## src/rtl/dma_in_stream_rx_pkg.sv

```systemverilog
// dma_in_pkg: shared widths, FIFO entry layout and keep decode for the DMA input stream path
package dma_in_pkg;
  localparam int BYTES_PER_WORD = 4;
  localparam int IN_WIDTH = 32;
  localparam int NB_W = 3;
  typedef struct packed {
    logic [IN_WIDTH-1:0] data;
    logic [NB_W-1:0]     nbytes;
    logic                last;
  } entry_t;
  localparam int ENTRY_W = $bits(entry_t);
  typedef struct packed {
    logic            legal;
    logic [NB_W-1:0] nbytes;
  } keep_dec_t;
  function automatic keep_dec_t keep_decode(input logic [BYTES_PER_WORD-1:0] keep);
    keep_dec_t r;
    r.legal = 1'b1;
    r.nbytes = 3'd4;
    case (keep)
      4'b0001: r.nbytes = 3'd1;
      4'b0011: r.nbytes = 3'd2;
      4'b0111: r.nbytes = 3'd3;
      4'b1111: r.nbytes = 3'd4;
      default: r.legal = 1'b0;
    endcase
    return r;
  endfunction
endpackage

```

## src/rtl/dma_in_stream_rx_if.sv

```systemverilog
// dma_in_stream_rx_if: word-in / byte-out stream handshake bundle
interface dma_in_stream_rx_if;
  import dma_in_pkg::*;
  logic [IN_WIDTH-1:0]       s_tdata_i;
  logic [BYTES_PER_WORD-1:0] s_tkeep_i;
  logic                      s_tlast_i;
  logic                      s_tvalid_i;
  logic                      s_tready_o;
  logic [7:0]                m_data_o;
  logic                      m_last_o;
  logic                      m_valid_o;
  logic                      m_ready_i;
  modport slave (
    input  s_tdata_i, s_tkeep_i, s_tlast_i, s_tvalid_i, m_ready_i,
    output s_tready_o, m_data_o, m_last_o, m_valid_o
  );
  modport master (
    output s_tdata_i, s_tkeep_i, s_tlast_i, s_tvalid_i, m_ready_i,
    input  s_tready_o, m_data_o, m_last_o, m_valid_o
  );
endinterface

```

## src/rtl/dma_in_stream_rx_fifo.sv

```systemverilog
// dma_in_word_fifo: generic synchronous first-word-fall-through FIFO with count, registered ready and prog_full
module dma_in_word_fifo #(
  parameter int DEPTH = 16,
  parameter int W = 36,
  parameter int PROG_FULL_ASSERT = 12,
  localparam int AW = $clog2(DEPTH)
) (
  input  logic         clk_i,
  input  logic         a_rstn_i,
  input  logic         clr_i,
  input  logic         wr_i,
  input  logic [W-1:0] wr_data_i,
  input  logic         rd_i,
  output logic [W-1:0] rd_data_o,
  output logic [AW:0]  count_o,
  output logic         empty_o,
  output logic         ready_o,
  output logic         prog_full_o
);
  logic [W-1:0]  mem_q [DEPTH];
  logic [AW-1:0] wr_ptr_q, wr_ptr_d, rd_ptr_q, rd_ptr_d;
  logic [AW:0]   count_q, count_d;
  logic          ready_q, ready_d, pf_q, pf_d, do_wr, do_rd;
  // next pointers/count; clear wins over any push or pop in the same cycle
  always_comb begin
    do_wr = wr_i && count_q != (AW+1)'(DEPTH) && !clr_i;
    do_rd = rd_i && count_q != '0 && !clr_i;
    wr_ptr_d = clr_i ? '0 : wr_ptr_q + AW'(do_wr);
    rd_ptr_d = clr_i ? '0 : rd_ptr_q + AW'(do_rd);
    count_d = clr_i ? '0 : count_q + (AW+1)'(do_wr) - (AW+1)'(do_rd);
    ready_d = !clr_i && count_d != (AW+1)'(DEPTH);
    pf_d = count_d >= (AW+1)'(PROG_FULL_ASSERT);
  end
  // control state register
  always_ff @(posedge clk_i or negedge a_rstn_i) begin
    if (!a_rstn_i) begin
      wr_ptr_q <= '0;
      rd_ptr_q <= '0;
      count_q <= '0;
      ready_q <= 1'b0;
      pf_q <= 1'b0;
    end else begin
      wr_ptr_q <= wr_ptr_d;
      rd_ptr_q <= rd_ptr_d;
      count_q <= count_d;
      ready_q <= ready_d;
      pf_q <= pf_d;
    end
  end
  // storage array, no reset needed since count gates every read
  always_ff @(posedge clk_i) begin
    if (do_wr) mem_q[wr_ptr_q] <= wr_data_i;
  end
  assign rd_data_o = mem_q[rd_ptr_q];
  assign count_o = count_q;
  assign empty_o = count_q == '0;
  assign ready_o = ready_q;
  assign prog_full_o = pf_q;
endmodule

```

## src/rtl/dma_in_stream_rx.sv

```systemverilog
// dma_in_stream_rx: buffers 32-bit DMA words and unpacks them little-endian into a framed byte stream
module dma_in_stream_rx
  import dma_in_pkg::*;
#(
  parameter int DEPTH = 16,
  parameter int PROG_FULL_ASSERT = 12,
  parameter int FRAME_CNT_W = 16
) (
  input  logic                     clk_i,
  input  logic                     a_rstn_i,
  input  logic                     flush_i,
  dma_in_stream_rx_if.slave        bus,
  output logic [$clog2(DEPTH):0]   word_count_o,
  output logic                     prog_full_o,
  output logic                     frame_done_o,
  output logic [FRAME_CNT_W-1:0]   frame_len_o,
  output logic                     err_keep_o
);
  keep_dec_t              kd;
  entry_t                 wr_e, rd_e;
  logic                   push, empty, fifo_ready, acc, last_byte, last_out, pop;
  logic [1:0]             idx_q, idx_d;
  logic [FRAME_CNT_W-1:0] cnt_q, cnt_d, len_q, len_d, cnt_inc;
  logic                   done_q, done_d, err_q, err_d;
  dma_in_word_fifo #(.DEPTH(DEPTH), .W(ENTRY_W), .PROG_FULL_ASSERT(PROG_FULL_ASSERT)) u_fifo (
    .clk_i(clk_i), .a_rstn_i(a_rstn_i), .clr_i(flush_i),
    .wr_i(push), .wr_data_i(wr_e), .rd_i(pop), .rd_data_o(rd_e),
    .count_o(word_count_o), .empty_o(empty), .ready_o(fifo_ready), .prog_full_o(prog_full_o)
  );
  // keep decode, byte selection and next state of unpacker, frame counter and error flag
  always_comb begin
    kd = keep_decode(bus.s_tkeep_i);
    wr_e = {bus.s_tdata_i, kd.nbytes, bus.s_tlast_i};
    push = bus.s_tvalid_i && fifo_ready && !flush_i;
    last_byte = {1'b0, idx_q} == rd_e.nbytes - 3'd1;
    last_out = !empty && rd_e.last && last_byte;
    acc = !empty && bus.m_ready_i;
    pop = acc && last_byte;
    cnt_inc = &cnt_q ? cnt_q : cnt_q + FRAME_CNT_W'(1);
    idx_d = flush_i ? 2'd0 : !acc ? idx_q : last_byte ? 2'd0 : idx_q + 2'd1;
    cnt_d = flush_i ? '0 : !acc ? cnt_q : last_out ? '0 : cnt_inc;
    len_d = !flush_i && acc && last_out ? cnt_inc : len_q;
    done_d = !flush_i && acc && last_out;
    err_d = !flush_i && (err_q || (push && !kd.legal));
  end
  // unpacker, frame and error state register
  always_ff @(posedge clk_i or negedge a_rstn_i) begin
    if (!a_rstn_i) begin
      idx_q <= 2'd0;
      cnt_q <= '0;
      len_q <= '0;
      done_q <= 1'b0;
      err_q <= 1'b0;
    end else begin
      idx_q <= idx_d;
      cnt_q <= cnt_d;
      len_q <= len_d;
      done_q <= done_d;
      err_q <= err_d;
    end
  end
  assign bus.s_tready_o = fifo_ready;
  assign bus.m_valid_o = !empty;
  assign bus.m_data_o = empty ? 8'h00 : rd_e.data[{idx_q, 3'b000} +: 8];
  assign bus.m_last_o = last_out;
  assign frame_done_o = done_q;
  assign frame_len_o = len_q;
  assign err_keep_o = err_q;
endmodule

```

## src/flat_wrapper.sv

```systemverilog
// flat-port wrapper written by rule: the top's interface ports become plain ports
module dma_in_stream_rx_flat import dma_in_pkg::*;
#(
  parameter int DEPTH = 16,
  parameter int PROG_FULL_ASSERT = 12,
  parameter int FRAME_CNT_W = 16
)
  (clk_i, a_rstn_i, flush_i, word_count_o, prog_full_o, frame_done_o, frame_len_o, err_keep_o, bus_s_tdata_i, bus_s_tkeep_i, bus_s_tlast_i, bus_s_tvalid_i, bus_m_ready_i, bus_s_tready_o, bus_m_data_o, bus_m_last_o, bus_m_valid_o);
  dma_in_stream_rx_if bus_i ();
  input  logic clk_i;
  input  logic a_rstn_i;
  input  logic flush_i;
  output logic [$clog2(DEPTH):0] word_count_o;
  output logic prog_full_o;
  output logic frame_done_o;
  output logic [FRAME_CNT_W-1:0] frame_len_o;
  output logic err_keep_o;
  input wire logic [$bits(bus_i.s_tdata_i)-1:0] bus_s_tdata_i;
  input wire logic [$bits(bus_i.s_tkeep_i)-1:0] bus_s_tkeep_i;
  input wire logic [$bits(bus_i.s_tlast_i)-1:0] bus_s_tlast_i;
  input wire logic [$bits(bus_i.s_tvalid_i)-1:0] bus_s_tvalid_i;
  input wire logic [$bits(bus_i.m_ready_i)-1:0] bus_m_ready_i;
  output wire logic [$bits(bus_i.s_tready_o)-1:0] bus_s_tready_o;
  output wire logic [$bits(bus_i.m_data_o)-1:0] bus_m_data_o;
  output wire logic [$bits(bus_i.m_last_o)-1:0] bus_m_last_o;
  output wire logic [$bits(bus_i.m_valid_o)-1:0] bus_m_valid_o;
  assign bus_i.s_tdata_i = bus_s_tdata_i;
  assign bus_i.s_tkeep_i = bus_s_tkeep_i;
  assign bus_i.s_tlast_i = bus_s_tlast_i;
  assign bus_i.s_tvalid_i = bus_s_tvalid_i;
  assign bus_i.m_ready_i = bus_m_ready_i;
  assign bus_s_tready_o = bus_i.s_tready_o;
  assign bus_m_data_o = bus_i.m_data_o;
  assign bus_m_last_o = bus_i.m_last_o;
  assign bus_m_valid_o = bus_i.m_valid_o;
  dma_in_stream_rx #(.DEPTH(DEPTH), .PROG_FULL_ASSERT(PROG_FULL_ASSERT), .FRAME_CNT_W(FRAME_CNT_W)) u_core (.clk_i(clk_i), .a_rstn_i(a_rstn_i), .flush_i(flush_i), .bus(bus_i), .word_count_o(word_count_o), .prog_full_o(prog_full_o), .frame_done_o(frame_done_o), .frame_len_o(frame_len_o), .err_keep_o(err_keep_o));
endmodule
```

## config.mk

```make
export PLATFORM = sky130hd
export DESIGN_NAME = dma_in_stream_rx_flat
export DESIGN_NICKNAME = d
export VERILOG_FILES = /design/src/rtl/dma_in_stream_rx_pkg.sv /design/src/rtl/dma_in_stream_rx_if.sv /design/src/rtl/dma_in_stream_rx_fifo.sv /design/src/rtl/dma_in_stream_rx.sv /design/src/flat_wrapper.sv
export SDC_FILE = /design/constraint.sdc
export NUM_CORES = 1
export LEC_CHECK = 0
export ABC_AREA = 1
export CORE_ASPECT_RATIO = 0.7
export CORE_UTILIZATION = 40
export DETAILED_ROUTE_END_ITERATION = 6
export PLACE_DENSITY_LB_ADDON = 0.2
export SYNTH_ARGS = -nofsm -noshare
export SYNTH_HDL_FRONTEND = slang
export SYNTH_SLANG_ARGS = --single-unit
export TNS_END_PERCENT = 100
```

## constraint.sdc

```tcl
create_clock -name clk_i -period 3.9 [get_ports clk_i]
set_clock_uncertainty 0.15 [all_clocks]
set_input_delay 0.78 -clock clk_i [delete_from_list [all_inputs] [get_ports clk_i]]
set_output_delay 0.78 -clock clk_i [all_outputs]
set_load 0.05 [all_outputs]
```

==> flow_metrics.env, run 1 <==
export IMPL_status="complete, but fails checks"
export IMPL_violations="negative setup slack"
export IMPL_cts_tree="built"
export IMPL_grt_ovfl_total=0
export IMPL_fin_area_um2=31100
export IMPL_total_power_mw=15.4
export IMPL_cts_root_buf="clkbuf_16"
export IMPL_leakage_nw=10.6
export IMPL_fin_util_pct=49.2
export IMPL_portBuffers=76
export IMPL_fillers=5367
export IMPL_drc_errors=0
export IMPL_grt_setup_unrepaired="true"
export IMPL_drt_initial_drc_count=1950
export IMPL_synth_nets=2140
export IMPL_rows=77
export IMPL_wl_per_cell_um=24.2
export IMPL_die_w_um=304
export IMPL_hold_viol=0
export IMPL_reg2reg_depth=24
export IMPL_cpMaxStageDelayCell="dfrtp_4"
export IMPL_area_delta_synth_final_pct=21.5
export IMPL_yosysMostFrequentCell="edfxtp_1"
export IMPL_drive_gt1_share_pct=14.8
export IMPL_worstPathArrival_ps=2980
export IMPL_maxSlewHeadroom_pct=34.7
export IMPL_cp_start_kind="flip-flop"
export IMPL_post_route_period_util_pct=100
export IMPL_gp_congestion=0.893
export IMPL_die_area_um2=65000
export IMPL_synth_area_per_cell_um2=12.3
export IMPL_io_pins=77
export IMPL_num_vias=17400
export IMPL_synth_enable_flop_cells=576
export IMPL_cts_buffers_inserted=59
export IMPL_chipHeight_um=214
export IMPL_clkTransAtPathRegs_ps=70
export IMPL_async_reset_ff_share_pct=8.13
export IMPL_finalCriticalPeriod_ps=3910
export IMPL_coreArea_um2=63200
export IMPL_setup_slack_ps=-9.87
export IMPL_cts_sinks=627
export IMPL_grt_use_total_pct=22.4
export IMPL_critical_path_buf_inv_count=5
export IMPL_synthTopCellsByCount="edfxtp_1, nor2_1, o21ai_0, nand2_1, nand3_1"
export IMPL_critPathMaxFanout=6
export IMPL_viasPerCell=5.63
export IMPL_antenna_found_initial=4
export IMPL_fmax_ghz=0.256
export IMPL_fin_nets=2271
export IMPL_placed_area_um2=27900
export IMPL_ys_flop_type="edfxtp_1"
export IMPL_dp_cells=2940
export IMPL_tightestPinTransition_ps=976
export IMPL_finalMaxSlewViolations=0
export IMPL_ys_ff_latch=627
export IMPL_max_cap_violations=0
export IMPL_finalSetupViolCount=1
export IMPL_crit_required_ps=2970
export IMPL_powerDensity_nw_per_um2=496
export IMPL_vdd_ir_drop_max_mv=0.357
export IMPL_dr_pass1_iters=5
export IMPL_wl_um=74900
export IMPL_initial_utilization_pct=40.5
export IMPL_r2r_end="u_core.u_fifo.ready_o"
export IMPL_syn_inst=2085
export IMPL_grt_pass1_vias=16400
export IMPL_instances_no_fill=3098
export IMPL_hold_class="in -> async"
export IMPL_synth_seq_area_share_pct=72.5
export IMPL_ys_types=43
export IMPL_cpLargestDelayFamily="simple AND/OR/NAND/NOR gates"
export IMPL_setup_worst_path_end_class="output port"
export IMPL_grt_max_degree=85
export IMPL_dpl_hpwl_um=38400
export IMPL_clock_latency_ps=630
export IMPL_path_cells="buf_12 > buf_8 > nand2_2 > nand3_1 > nand3_1 > nand3_2 > nand2_2 > inv_2 > ha_4 > xor2_2 > nand3_4 > nor2_4 > nand2_8 > inv_4 > buf_12"
export IMPL_clockBufferDepth=3
export IMPL_syn_cell_area_um2=25600
export IMPL_r2r_slack_ps=30
export IMPL_grt_pass1_wl_um=108000
export IMPL_antenna_left=0
export IMPL_cts_max_level=2
export IMPL_r2r_start="u_core.u_fifo.rd_ptr_q[0]"
export IMPL_worstSetupPathType="reg -> out"
export IMPL_synth_top_cell_area_share_pct=67.6
export IMPL_synthTopCellsByArea="edfxtp_1, nor2_1, o21ai_0"
export IMPL_whs_ps=59.4
export IMPL_yosys_warnings=0
export IMPL_slowest_delay_ps=550
export IMPL_yosys_area_top_type="edfxtp_1"
layout by cell type (no fill, tap or decap), types with 6 or more instances in the layout:
cell type        Yosys  routed
o21ai_0            291     269
nand2_2              1      21
a21oi_1             28      23
xor2_1               9       8
nand3_4              1       7
o211ai_1           101     101
nor2_2               3      18
buf_12               0      35
buf_6                5      11
inv_1               68      61
ha_1                12      10
clkbuf_1            68      18
clkbuf_16            0      67
dfrtp_1             51      44
edfxtp_1           576     576
nand3_2              2       8
clkdlybuf4s50_1      0      66
nor2_4               0      27
o21ai_1              5      22
nor3_1              10       7
clkinv_1             1      14
nand2_1            194     173
o22ai_1             14      13
o221ai_1            30      27
nand3_1            112     100
nor2_1             424     382
buf_16               0      13
a21oi_2              1       6
clkinv_2             0       7
buf_4                8      55
per-layer routing:
metal	global-route usage, %	up-vias	routed length [µm]
met2	33.7	702	32700
li1	-	7843	-
met1	33.3	8787	34400
met3	4.70	100	6530
met4	4.93	4	1310
met5	0	-	32
flip-flops by register name, indices dropped and copies added (netlist names):
| signal | count |
|---|---|
| u_core.u_fifo.mem_q | 576 |
| u_core.frame_len_o | 16 |
| u_core.u_fifo.count_o | 5 |
| u_core.u_fifo.rd_ptr_q | 4 |
| u_core.u_fifo.prog_full_o | 1 |
| u_core.idx_q | 2 |
| u_core.err_keep_o | 1 |
| u_core.u_fifo.ready_o | 1 |
| u_core.frame_done_o | 1 |
| u_core.u_fifo.wr_ptr_q | 4 |
| u_core.cnt_q | 16 |
layout make-up:
type / count / area [µm²] / share of cell area [%]
timing repair buffer: 193 / 2540 / 8.16
multi-input combinational: 1262 / 6690 / 21.5
tap: 829 / 1040 / 3.33
clock buffer: 81 / 1600 / 5.14
antenna: 2 / 5.00 / 0.0161
inverter: 71 / 314 / 1.01
clock inverter: 31 / 299 / 0.961
sequential: 627 / 18600 / 59.7
timing repair inverter: 2 / 46.3 / 0.149
kinds of logic after synthesis:
group | Yosys count | share of synthesized area (%)
AO/OA/AOI/OAI | 480 | 11.0
XOR/XNOR | 11 | 0.376
adder cells (fa/ha/maj) | 13 | 0.665
buffers and inverters | 196 | 3.41
flip-flops | 627 | 72.5
AND/OR/NAND/NOR | 758 | 12.0
power breakdown:
part | total, mW | switching (mW) | internal [mW] | leakage (nW)
Combinational | 2.25 | 1.43 | 0.824 | 3.77
Sequential | 7.50 | 0.0624 | 7.43 | 5.88
Clock | 5.69 | 2.55 | 3.15 | 0.916
per-stage QoR:
stage	setup WS [ps]	TNS, ps
final	-9.87	-9.87
after global routing	-224	-1170
after CTS	-32.0	-79.2
after detailed placement	-52.7	-52.7
after global placement	120	0
after floorplan	6.11	0
worst max-delay path by stage:
stage	startpoint	end	slack [ps]	depth (start not counted)
after detailed placement	u_core.u_fifo.rd_ptr_q[0]	u_core.u_fifo.ready_o	-50	23
after global routing	u_core.u_fifo.rd_ptr_q[0]	u_core.u_fifo.ready_o	-220	24
after CTS	u_core.u_fifo.rd_ptr_q[1]	bus_m_data_o[0]	-30	12
after global placement	u_core.u_fifo.rd_ptr_q[0]	u_core.u_fifo.ready_o	120	23
after floorplan	u_core.u_fifo.rd_ptr_q[0]	u_core.u_fifo.ready_o	6	26
final	u_core.u_fifo.rd_ptr_q[0]	bus_m_last_o	-10	15
what timing repair did:
action	CTS	global route
cloned	11	8
pin swaps	21	41
hold buffers	0	0
setup endpoints to repair	10	13
buffers inserted	16	9
resized for setup	79	107
No activity file was read; power rests on OpenSTA's default activity.
==> run 2: changes to the inputs <==
- ABC_CLOCK_PERIOD_IN_PS: unset -> 3140
- clock period: 3.9 -> 3.14 ns (I/O delays scaled with it)
==> run 2 against run 1 <==
Effect of this change: worst setup slack lost 710 ps; clock power grew 25%; non-clock buffer count grew 39; the flow still finishes with violations (negative setup slack); global-route usage shrank 0.46 points.
==> flow_metrics.env, run 2 (synthesis results as in run 1) <==
export IMPL_die_w_um=304
export IMPL_fin_util_pct=49.5
export IMPL_grt_use_total_pct=21.9
export IMPL_violations="negative setup slack"
export IMPL_die_area_um2=65000
export IMPL_reg2reg_depth=22
export IMPL_comb_power_share_pct=14.7
export IMPL_r2r_slack_ps=-700
export IMPL_hold_end="u_core.frame_len_o[9]"
export IMPL_clock_latency_ps=630
export IMPL_cts_tree="built"
export IMPL_finalSetupViolCount=15
export IMPL_status="complete, but fails checks"
export IMPL_hold_path_startpoint="u_core.frame_len_o[9]"
export IMPL_dpl_hpwl_um=39400
export IMPL_drc_errors=0
export IMPL_grt_setup_unrepaired="true"
export IMPL_r2r_start="u_core.u_fifo.rd_ptr_q[0]"
export IMPL_antenna_cells=0
export IMPL_largest_register_ffs=576
export IMPL_cts_root_buf="clkbuf_16"
export IMPL_area_delta_synth_final_pct=22.3
export IMPL_io_pins=77
export IMPL_p_int_mw=14.3
export IMPL_p_sw_share_pct=25.8
export IMPL_cp_start_kind="flip-flop"
export IMPL_critPathMaxFanout=19
export IMPL_chipHeight_um=214
export IMPL_leakage_nw=10.7
export IMPL_clkTransAtPathRegs_ps=60
export IMPL_worstPathArrival_ps=3080
export IMPL_setup_slack_ps=-721
export IMPL_antenna_left=0
export IMPL_total_power_mw=19.2
export IMPL_finalCriticalPeriod_ps=3860
export IMPL_cts_max_level=2
export IMPL_max_cap_violations=0
export IMPL_num_vias=17300
export IMPL_rows=77
export IMPL_worstSetupPathType="reg -> out"
export IMPL_drive_gt1_share_pct=15.4
export IMPL_portBuffers=76
export IMPL_fmax_ghz=0.259
export IMPL_p_switching_mw=4.96
export IMPL_gp_congestion=0.867
export IMPL_hold_class="reg -> reg"
export IMPL_cts_buffers_inserted=59
export IMPL_viasPerCell=5.53
export IMPL_drt_initial_drc_count=1737
export IMPL_p_seq_share_pct=48.3
export IMPL_crit_required_ps=2360
export IMPL_grt_max_degree=92
export IMPL_placed_area_um2=28300
export IMPL_r2r_end="u_core.u_fifo.prog_full_o"
export IMPL_top_register="u_core.u_fifo.mem_q"
export IMPL_cts_sinks=627
export IMPL_grt_pass1_vias=16700
export IMPL_dr_pass1_iters=5
export IMPL_vdd_ir_drop_max_mv=0.458
export IMPL_finalMaxSlewViolations=0
export IMPL_fin_area_um2=31300
export IMPL_layout_commonest_cell="edfxtp_1"
export IMPL_tightestPinTransition_ps=670
export IMPL_clkPwrFrac_pct=36.9
export IMPL_setup_worst_path_end_class="output port"
export IMPL_initial_utilization_pct=40.5
export IMPL_clockBufferDepth=3
export IMPL_grt_ovfl_total=0
export IMPL_post_route_period_util_pct=123
export IMPL_antenna_found_initial=2
export IMPL_whs_path_depth=2
export IMPL_wl_um=71700
export IMPL_hold_viol=0
export IMPL_fin_nets=2309
export IMPL_layout_common_cells="edfxtp_1, nor2_1, o21ai_0"
export IMPL_coreArea_um2=63200
export IMPL_tns_ps=-8870
export IMPL_maxSlewHeadroom_pct=55.3
export IMPL_powerDensity_nw_per_um2=614
export IMPL_grt_pass1_wl_um=107000
export IMPL_wl_per_cell_um=22.9
==> run 2: cell types whose count changed in the layout (fill, tap and decap cells not counted), sizes merged <==
cell and change:
clkbuf -15, dlygate4sd2 +1, nand3 +1, clkinv +3
bufbuf +1, clkinvlp +1, diode -2, bufinv +2
clkdlybuf4s50 -1, inv +1, buf +43, dlygate4sd3 +1
==> run 2: layer usage <==
layer  vias to the layer above  share of wire [%]  global-route usage, %
li1                       7921                  -                      -
met1                      8644                 46                   32.9
met2                       657                 45                   33.8
met3                        95                7.4                   3.33
met4                         4                1.6                   4.74
met5                         -              0.036                      0
==> run 2: repair_timing <==
item | in CTS | in global routing
setup buffers | 9 | 14
setup endpoints to repair | 32 | 38
gates cloned | 11 | 2
pin swaps | 28 | 23
gates resized for setup | 110 | 59
hold buffers | 1 | 0
hold endpoints to repair | 26 | 0
==> run 2: through the flow <==
| stage | cells | setup WS (ps) | hold WS, ps |
|---|---|---|---|
| after floorplan | 2085 | -688 | 182 |
| after global placement | 2991 | -598 | 305 |
| after detailed placement | 2991 | -695 | 311 |
| after CTS | 3123 | -715 | 325 |
| after global routing | 3134 | -913 | 342 |
| final | 3134 | -721 | 321 |
==> run 2: area by class of cell <==
cell class                 count  area, µm²
clock inverter                40        369
fill                        5490      31900
multi-input combinational   1263       6650
clock buffer                  72       1540
tap                          829       1040
inverter                      71        288
timing repair buffer         232       2840
sequential                   627      18600
==> run 2: worst max path at each step <==
stage	from	endpoint	slack, ps	cells after the start
final	u_core.u_fifo.rd_ptr_q[0]	bus_m_data_o[5]	-720	16
after global placement	u_core.u_fifo.rd_ptr_q[0]	u_core.u_fifo.ready_o	-600	22
after floorplan	u_core.u_fifo.rd_ptr_q[0]	u_core.u_fifo.ready_o	-690	25
after CTS	u_core.u_fifo.rd_ptr_q[0]	bus_m_last_o	-720	15
after global routing	u_core.u_fifo.rd_ptr_q[0]	u_core.u_fifo.ready_o	-910	22
after detailed placement	u_core.u_fifo.rd_ptr_q[0]	u_core.u_fifo.ready_o	-690	22
==> run 2: critical path, cell delays in order, from the launching register on <==
cell and delay, ps:
dfrtp_4 550, buf_4 160, buf_6 120, buf_12 150, buf_16 170, nor2_1 120
nor2_1 40, o21ai_1 90, o211ai_1 120, nand3_1 120, nand2_2 90, nand2_1 80
nand3_2 150, nor2_1 120, nor2_1 50, buf_4 150, buf_12 140
==> run 2: power by group through the flow <==
stage               logic (mW)  clock network, mW  registers [mW]
floorplan                 1.15                  0            9.58
global placement          2.43                  0            9.47
detailed placement        2.44                  0            9.47
CTS                       2.68               7.24            9.29
global route              3.03               7.52            9.30
finish                    2.83               7.10            9.30
==> run 3: changes to the inputs <==
- CORE_UTILIZATION: 40 -> 55
==> run 3 against run 2 <==
Effect of this change: the flow still finishes with violations (negative setup slack); non-clock buffer count increased by 12; hold slack improved by 2.1 ps; final cell count decreased by 6.9%; critical path depth unchanged; count of clock-buffer cells in the layout unchanged; global-route usage increased by 7.4 points; critical endpoint is now bus_m_last_o; fmax decreased by 6.2%; highest routed layer unchanged; wire length increased by 2.3%; power increased by 0.35%.
==> flow_metrics.env, run 3 (synthesis results as in run 1) <==
export IMPL_cts_root_buf="clkbuf_16"
export IMPL_top_register="u_core.u_fifo.mem_q"
export IMPL_critPathMaxFanout=8
export IMPL_reg2reg_depth=23
export IMPL_fin_nets=2320
export IMPL_r2r_slack_ps=-970
export IMPL_finalSetupViolCount=44
export IMPL_clock_latency_ps=610
export IMPL_grt_max_degree=54
export IMPL_drc_errors=0
export IMPL_hold_class="reg -> reg"
export IMPL_status="complete, but fails checks"
export IMPL_dr_pass1_iters=7
export IMPL_chipHeight_um=183
export IMPL_critical_path_startpoint="u_core.u_fifo.rd_ptr_q[0]"
export IMPL_drive_gt1_share_pct=17.2
export IMPL_grt_pass1_wl_um=103000
export IMPL_crit_top_cell="buf_12"
export IMPL_io_pins=77
export IMPL_grt_setup_unrepaired="true"
export IMPL_worstPathArrival_ps=3340
export IMPL_worstSetupPathType="reg -> out"
export IMPL_tns_ps=-11960
export IMPL_post_route_period_util_pct=131
export IMPL_antenna_found_initial=1
export IMPL_grt_pass1_vias=17000
export IMPL_rows=65
export IMPL_max_cap_violations=0
export IMPL_cts_max_level=2
export IMPL_clockBufferDepth=3
export IMPL_coreArea_um2=45500
export IMPL_tightestPinTransition_ps=645
export IMPL_layout_common_cells="edfxtp_1, nor2_1, o21ai_0"
export IMPL_grt_use_total_pct=29.3
export IMPL_leakage_nw=11.0
export IMPL_whs_ps=323
export IMPL_violations="negative setup slack"
export IMPL_cpMaxStageDelayCell="dfrtp_4"
export IMPL_slowest_delay_ps=500
export IMPL_drt_initial_drc_count=2705
export IMPL_clkTransAtPathRegs_ps=70
export IMPL_maxSlewHeadroom_pct=56.9
export IMPL_setup_worst_path_end_class="output port"
export IMPL_r2r_start="u_core.u_fifo.rd_ptr_q[0]"
export IMPL_fin_util_pct=69.6
export IMPL_finalMaxSlewViolations=0
export IMPL_dp_cells=2747
export IMPL_cts_sinks=627
export IMPL_layout_commonest_cell="edfxtp_1"
export IMPL_cts_buffers_inserted=58
export IMPL_area_delta_synth_final_pct=23.6
export IMPL_cts_tree="built"
export IMPL_fmax_ghz=0.243
export IMPL_portBuffers=76
export IMPL_r2r_end="u_core.u_fifo.ready_o"
export IMPL_antenna_left=0
export IMPL_viasPerCell=6.24
export IMPL_instances_no_fill=2918
export IMPL_crit_required_ps=2360
export IMPL_powerDensity_nw_per_um2=610
export IMPL_crit_end="bus_m_last_o"
export IMPL_hold_viol=0
export IMPL_num_vias=18200
export IMPL_path_cells="buf_12 > buf_12 > o21ai_2 > o221ai_2 > nand3_1 > nand2_1 > inv_2 > ha_4 > xor2_1 > nand3_2 > buf_4 > buf_6 > nor2_4 > nand2_4 > clkinvlp_4 > buf_12"
export IMPL_setup_slack_ps=-977
export IMPL_dpl_hpwl_um=36400
export IMPL_wl_um=73300
export IMPL_initial_utilization_pct=56.3
export IMPL_die_area_um2=47400
export IMPL_wl_per_cell_um=25.1
export IMPL_grt_ovfl_total=0
export IMPL_gp_congestion=0.837
export IMPL_cp_start_kind="flip-flop"
export IMPL_vdd_ir_drop_max_mv=0.531
export IMPL_die_w_um=260
export IMPL_finalCriticalPeriod_ps=4120
export IMPL_largest_register_ffs=576
-- run 3: cell types whose count changed in the layout (fill, tap and decap cells not counted), sizes merged --
cell          previous run  this run
dlygate4sd2              1         0
clkinvlp                 4         7
inv                     69        71
diode                    0         1
bufinv                   6         5
clkinv                  32        25
clkbuf                  74        86
dlymetal6s2s             0         1
-- run 3: timing repair --
| item | in CTS | in global routing |
|---|---|---|
| pin swaps | 16 | 44 |
| cloned | 6 | 19 |
| hold endpoints to repair | 51 | 0 |
| hold buffers | 1 | 0 |
| buffers inserted | 17 | 19 |
| gates resized for setup | 96 | 111 |
| setup endpoints to repair | 31 | 37 |
-- run 3: per-layer routing --
| layer | vias to the layer above | routed length (µm) | track usage [%] | part of all wire, % |
|---|---|---|---|---|
| met1 | 8939 | 29700 | 43.4 | 41 |
| li1 | 7939 | - | - | - |
| met5 | - | 12 | 0 | 0.016 |
| met4 | 2 | 2030 | 8.87 | 2.8 |
| met3 | 166 | 8210 | 5.06 | 11 |
| met2 | 1167 | 33300 | 44.6 | 45 |
-- run 3: area by class of cell --
cell class / count / area [µm²]
multi-input combinational: 1263 / 6810
fill: 3056 / 13800
timing repair buffer: 244 / 3330
clock inverter: 37 / 332
sequential: 627 / 18600
inverter: 71 / 292
antenna: 1 / 2.50
tap: 603 / 754
clock buffer: 72 / 1530
-- run 3: worst min path at each step --
stage | start | endpoint | slack [ps] | cells past startpoint
finish | u_core.frame_len_o[8] | u_core.frame_len_o[8] | 320 | 2
global route | u_core.frame_len_o[11] | u_core.frame_len_o[11] | 350 | 2
CTS | u_core.frame_len_o[8] | u_core.frame_len_o[8] | 330 | 2
detailed placement | u_core.frame_len_o[8] | u_core.frame_len_o[8] | 310 | 2
global placement | u_core.frame_len_o[3] | u_core.frame_len_o[3] | 300 | 2
floorplan | a_rstn_i | u_core.cnt_q[0] | 180 | 0
-- run 3: report_power, final --
part / total, mW / switching, mW / internal [mW]
Sequential: 9.30 / 0.0677 / 9.23
Clock: 6.97 / 3.10 / 3.87
Combinational: 3.03 / 1.88 / 1.15
-- run 3: worst max-delay path: cells and delay by family, from the launching register on --
kind / cells / cell delay (ps)
AOI/OAI and AO/OA: 2 / 310
xor gates and xnor gates: 1 / 170
adders and majority gates: 1 / 260
buffers and inverters: 7 / 840
DFF: 1 / 500
and+or+nand+nor: 5 / 660
-- run 3: stage by stage --
step	worst slack, ps	total power [mW]	area, µm²
after detailed placement	-744	11.9	28100
after global routing	-1100	19.8	31600
after floorplan	-688	10.7	25700
final	-977	19.3	31600
after CTS	-689	18.9	30700
after global placement	-509	11.8	28100
